**src/rtl/rv32_pkg.sv**
```systemverilog
// ---------------------------------------------------------------------------
// rv32_pkg
// Shared RV32I decode definitions used by the instruction slicer and its
// immediate generator.
//   - Major opcode values (instr[6:0]) for every legal RV32I base opcode.
//   - fmt_t: instruction format classification, with BAD for illegal opcodes.
//   - LSB and width constants for the fixed instruction fields.
// ---------------------------------------------------------------------------
package rv32_pkg;

    // Major opcodes
    localparam logic [6:0] OP_LOAD   = 7'h03;
    localparam logic [6:0] OP_OPIMM  = 7'h13;
    localparam logic [6:0] OP_STORE  = 7'h23;
    localparam logic [6:0] OP_BRANCH = 7'h63;
    localparam logic [6:0] OP_LUI    = 7'h37;
    localparam logic [6:0] OP_AUIPC  = 7'h17;
    localparam logic [6:0] OP_JAL    = 7'h6F;
    localparam logic [6:0] OP_JALR   = 7'h67;
    localparam logic [6:0] OP_OP     = 7'h33;
    localparam logic [6:0] OP_FENCE  = 7'h0F;
    localparam logic [6:0] OP_SYSTEM = 7'h73;

    // Instruction format codes
    typedef enum logic [2:0] {
        FMT_R   = 3'd0,
        FMT_I   = 3'd1,
        FMT_S   = 3'd2,
        FMT_B   = 3'd3,
        FMT_U   = 3'd4,
        FMT_J   = 3'd5,
        FMT_SYS = 3'd6,
        FMT_BAD = 3'd7
    } fmt_t;

    // Field bit positions
    localparam int OPCODE_LSB = 0;
    localparam int OPCODE_W   = 7;
    localparam int RD_LSB     = 7;
    localparam int REG_W      = 5;
    localparam int FUNCT3_LSB = 12;
    localparam int FUNCT3_W   = 3;
    localparam int RS1_LSB    = 15;
    localparam int RS2_LSB    = 20;
    localparam int FUNCT7_LSB = 25;
    localparam int FUNCT7_W   = 7;
    localparam int CSR_LSB    = 20;
    localparam int CSR_ADDR_W = 12;

endpackage

```
**src/rtl/instr_slicer_imm_gen.sv**
```systemverilog
// ---------------------------------------------------------------------------
// imm_gen
// Builds every RV32I immediate from a raw instruction word. All outputs are
// sign-extended (or, for U-type, placed in the upper bits) to XLEN.
//   instr  in   32    raw instruction word
//   imm_i  out  XLEN  I-type immediate
//   imm_s  out  XLEN  S-type immediate
//   imm_b  out  XLEN  B-type immediate (bit 0 always 0)
//   imm_u  out  XLEN  U-type immediate (low 12 bits 0)
//   imm_j  out  XLEN  J-type immediate (bit 0 always 0)
// ---------------------------------------------------------------------------
module imm_gen
    import rv32_pkg::*;
#(
    parameter int XLEN = 32
) (
    input  logic [31:0]     instr,
    output logic [XLEN-1:0] imm_i,
    output logic [XLEN-1:0] imm_s,
    output logic [XLEN-1:0] imm_b,
    output logic [XLEN-1:0] imm_u,
    output logic [XLEN-1:0] imm_j
);

    // Raw immediates are held as signed values so that the width casts
    // below sign-extend them to XLEN.
    logic signed [11:0] raw_i;
    logic signed [11:0] raw_s;
    logic signed [12:0] raw_b;
    logic signed [31:0] raw_u;
    logic signed [20:0] raw_j;

    assign raw_i = instr[31:20];
    assign raw_s = {instr[31:25], instr[11:7]};
    assign raw_b = {instr[31], instr[7], instr[30:25], instr[11:8], 1'b0};
    assign raw_u = {instr[31:12], 12'h000};
    assign raw_j = {instr[31], instr[19:12], instr[20], instr[30:21], 1'b0};

    assign imm_i = XLEN'(raw_i);
    assign imm_s = XLEN'(raw_s);
    assign imm_b = XLEN'(raw_b);
    assign imm_u = XLEN'(raw_u);
    assign imm_j = XLEN'(raw_j);

endmodule

```
**src/rtl/instr_slicer.sv**
```systemverilog
// ---------------------------------------------------------------------------
// instr_slicer
// Decode-stage field extractor for RV32I. Splits the instruction into its
// fixed fields, decodes all immediates, classifies the format and keeps a
// sticky record of any illegal opcode seen since reset.
//   clk           in   1      rising-edge clock
//   rst           in   1      synchronous active-high reset (flag only)
//   instr         in   32     instruction word
//   opcode        out  7      instr[6:0]
//   rd            out  5      instr[11:7]
//   funct3        out  3      instr[14:12]
//   rs1           out  5      instr[19:15]
//   rs2           out  5      instr[24:20]
//   funct7        out  7      instr[31:25]
//   shamt         out  5      instr[24:20]
//   csr           out  CSR_W  instr[31:20], zero-extended
//   imm_i..imm_j  out  XLEN   decoded immediates
//   fmt           out  3      format code (fmt_t)
//   illegal       out  1      current opcode is not legal
//   illegal_seen  out  1      sticky illegal flag, cleared by rst
// ---------------------------------------------------------------------------
module instr_slicer
    import rv32_pkg::*;
#(
    parameter int XLEN  = 32,
    parameter int CSR_W = 20
) (
    input  logic             clk,
    input  logic             rst,
    input  logic [31:0]      instr,
    output logic [6:0]       opcode,
    output logic [4:0]       rd,
    output logic [2:0]       funct3,
    output logic [4:0]       rs1,
    output logic [4:0]       rs2,
    output logic [6:0]       funct7,
    output logic [4:0]       shamt,
    output logic [CSR_W-1:0] csr,
    output logic [XLEN-1:0]  imm_i,
    output logic [XLEN-1:0]  imm_s,
    output logic [XLEN-1:0]  imm_b,
    output logic [XLEN-1:0]  imm_u,
    output logic [XLEN-1:0]  imm_j,
    output logic [2:0]       fmt,
    output logic             illegal,
    output logic             illegal_seen
);

    fmt_t fmt_d;

    // Raw field taps; driven for every format, legal or not.
    assign opcode = instr[OPCODE_LSB +: OPCODE_W];
    assign rd     = instr[RD_LSB     +: REG_W];
    assign funct3 = instr[FUNCT3_LSB +: FUNCT3_W];
    assign rs1    = instr[RS1_LSB    +: REG_W];
    assign rs2    = instr[RS2_LSB    +: REG_W];
    assign funct7 = instr[FUNCT7_LSB +: FUNCT7_W];
    assign shamt  = instr[RS2_LSB    +: REG_W];
    assign csr    = CSR_W'(instr[CSR_LSB +: CSR_ADDR_W]);

    imm_gen #(
        .XLEN (XLEN)
    ) u_imm_gen (
        .instr (instr),
        .imm_i (imm_i),
        .imm_s (imm_s),
        .imm_b (imm_b),
        .imm_u (imm_u),
        .imm_j (imm_j)
    );

    // Opcode classification; anything outside the base set is BAD.
    always_comb begin
        fmt_d = FMT_BAD;
        case (instr[OPCODE_LSB +: OPCODE_W])
            OP_OP:                                fmt_d = FMT_R;
            OP_LOAD, OP_OPIMM, OP_JALR, OP_FENCE: fmt_d = FMT_I;
            OP_STORE:                             fmt_d = FMT_S;
            OP_BRANCH:                            fmt_d = FMT_B;
            OP_LUI, OP_AUIPC:                     fmt_d = FMT_U;
            OP_JAL:                               fmt_d = FMT_J;
            OP_SYSTEM:                            fmt_d = FMT_SYS;
            default:                              fmt_d = FMT_BAD;
        endcase
    end

    assign fmt     = fmt_d;
    assign illegal = (fmt_d == FMT_BAD);

    // Sticky flag: reset takes priority over a simultaneous illegal opcode.
    always_ff @(posedge clk) begin
        if (rst) begin
            illegal_seen <= 1'b0;
        end else if (illegal) begin
            illegal_seen <= 1'b1;
        end
    end

endmodule

```
**config.mk**
```make
export PLATFORM = sky130hd
export DESIGN_NAME = instr_slicer
export DESIGN_NICKNAME = d
export VERILOG_FILES = /design/src/rtl/rv32_pkg.sv /design/src/rtl/instr_slicer_imm_gen.sv /design/src/rtl/instr_slicer.sv
export SDC_FILE = /design/constraint.sdc
export NUM_CORES = 1
export LEC_CHECK = 0
export ABC_AREA = 1
export CORE_AREA = 2 2 100 102
export CTS_CLUSTER_SIZE = 12
export DETAILED_ROUTE_END_ITERATION = 10
export DIE_AREA = 0 0 102 104
export PLACE_DENSITY = 0.71
export RECOVER_POWER = 100
export SETUP_SLACK_MARGIN = 0.05
export SLEW_MARGIN = 20
export SYNTH_ARGS = -nofsm -noshare
export SYNTH_HDL_FRONTEND = slang
export SYNTH_SLANG_ARGS = --single-unit
```
**constraint.sdc**
```tcl
create_clock -name clk -period 1 [get_ports clk]
set_input_delay 0.15 -clock clk [delete_from_list [all_inputs] [get_ports clk]]
set_output_delay 0.15 -clock clk [all_outputs]
set_load 0.005 [all_outputs]
```
==> metrics <==
status finished with violations; failing checks negative setup slack; peak supply drop 116 µV; switching power 114 µW; leakage power 0.353 nW; Netlist Area Pre-Place 1830 µm²; PwrDens 317 nW/µm²; largest registers illegal_seen (1); DP Cell Count 219; Worst R2R End illegal_seen; commonest non-fill, non-tap cell in the layout conb_1; GRT Max-Usage Layer met2; I/O Pins 256; R2R depth 2; max reg flops 1; die height 104 µm; most frequent cells in the layout conb_1 (22), buf_4 (10), nor2_4 (5); vias per inst 2.37; DR WL/cell 8.80 µm; met1 GRT Util 1.17%; GR Util met2 6.02%; chip width 102 µm; pins over their slew limit 0; RSZ-0062 raised after global routing true; Req. time, crit path 0.85 ns; post-route setup slack -0.203 ns; sequential area share after synthesis 1.09%; Hold Path End imm_u[19]; Internal 162 µW; Clock Skew 0 ns; Setup Crit Path Kind in -> out; worst reg-to-reg setup slack 0.47 ns; Max-Cap Viols 0; Hold/Removal Path Class in -> out; worst hold path depth 0; min Tclk post-route 1.20 ns; Post-DRT Antenna Nets 0; Remaining DRCs 0; fmax 831 MHz; setup violators final 5; cells after synthesis 256; Post-Synth XOR/XNOR Area 0%; post-synth cell types 16; Area Growth Syn to Fin -52.5%; Crit Reg-Reg Startpoint illegal_seen; Flop pwr share 16.2%; Warnings, synthesis 0; Core Rows 36; core area 9550 µm²; Initial Utilization 19.2%; dpl ws -0.962 ns; Yosys reg bits 1; Remaining Overflow, GRT 0; area share of fa/ha/maj cells after synthesis 0%; Sw Ratio 41.3%; drt total wl 1970 µm; WP data arrival 1.05 ns; ANT cells 0; post-synthesis compound-gate area fraction 1.16%; via count 530; register with the most flip-flops illegal_seen; Combinational Power Share 83.8%; Fin. Hold Viols 0; worst hold margin 0.300 ns; initial antenna violation count 0; CP startpoint instr[2]; Simple-Gate Fraction of Synth Area 7.24%; largest family of logic cells by synthesized area buffers and inverters; Detailed Route Iter0 Violations 3; clock latency on the worst-skew pair 0 ns; first-pass GRT wire length 2590 µm; dpl hpwl 1300 µm; routability congestion estimate 0.743; Nets 127; clock network fraction of total power 0%; Crit Path Max Fanout 4; number of global-route vias before repair 491; mux contribution to synthesized area 0%; die area 10600 µm²; CP startpoint kind primary input; met3 usage 2.96%; I/O Buffers 20; largest net degree at the start of global routing 78; Post-Layout Cell Count 224; post-synthesis average cell area 7.16 µm²; fin crit share 120%; first drt pass iteration count 4; gr usage total 2.91%; hold_sp instr[19]; share of post-route cells with drive strength above 1 51.6%; CP Capture Type output pin
## synth_stat cells
library cell,instances,area [µm²]
nor2_1,8,30.0
o21ai_1,1,5.00
nand4_1,1,6.26
a21oi_2,1,8.76
conb_1,1,3.75
nand2_1,9,33.8
nor2_4,1,11.3
o21a_1,1,7.51
nand3_2,2,20.0
inv_2,1,3.75
nand3_1,4,20.0
dfxtp_1,1,20.0
nand2_2,1,6.26
inv_1,6,22.5
nor3_1,1,5.00
buf_4,217,1630
## per-stage QoR
step	power, mW	util [%]	setup TNS, ns	area [µm²]
3_3_place_gp	0.211	7.27	-6.82	694
2_1_floorplan	0.793	-	0	1910
5_1_grt	0.299	9.12	-1.07	871
6_report	0.276	9.12	-0.800	871
3_5_place_dp	0.211	7.27	-6.85	694
4_1_cts	0.255	8.65	-0.671	826
## critical path: stages
cell and delay (ns):
buf_12 0.11, nor2_4 0.18, nand3_4 0.09, nor2_2 0.10, nor2_2 0.05, nand3_2 0.09, buf_6 0.10, o21ai_1 0.05
buf_2 0.12
## power by group through the flow
stage,logic [mW],clock network [mW],registers (mW)
2_1_floorplan,0.748,0,0.0450
3_3_place_gp,0.166,0,0.0447
3_5_place_dp,0.166,0,0.0448
4_1_cts,0.210,0,0.0446
5_1_grt,0.254,0,0.0450
6_report,0.232,0,0.0446
## layer usage
layer,wire [µm],vias to the layer above
li1,-,208
met1,282,199
met2,1030,114
met3,610,9
met4,49,0
met5,0,-
## logic make-up after synthesis
logic type | count (synthesis)
buf+inv | 224
compound gates | 3
flops | 1
other cells | 1
simple gates | 27
## how the worst max path moves through the flow
stage | slack (ns) | end
4_1_cts | -0.18 | fmt[1]
3_5_place_dp | -0.96 | fmt[1]
5_1_grt | -0.24 | fmt[1]
2_1_floorplan | 0.09 | fmt[0]
3_3_place_gp | -0.96 | fmt[1]
6_report | -0.20 | fmt[1]
## timing repair
action	CTS	global route
setup endpoints to repair	12	6
buffers inserted	5	0
resized for setup	89	11
pin swaps	15	10
endpoints found under the hold margin	0	0
hold buffers	0	0
## area by class of cell
cell class	instances	area, µm²
Tap cell	133	166
Fill cell	1119	8680
Inverter	7	36.3
Multi-Input combinational cell	52	345
Sequential cell	1	20.0
Timing Repair Buffer	31	303
Power figures use the tool's default switching activity.
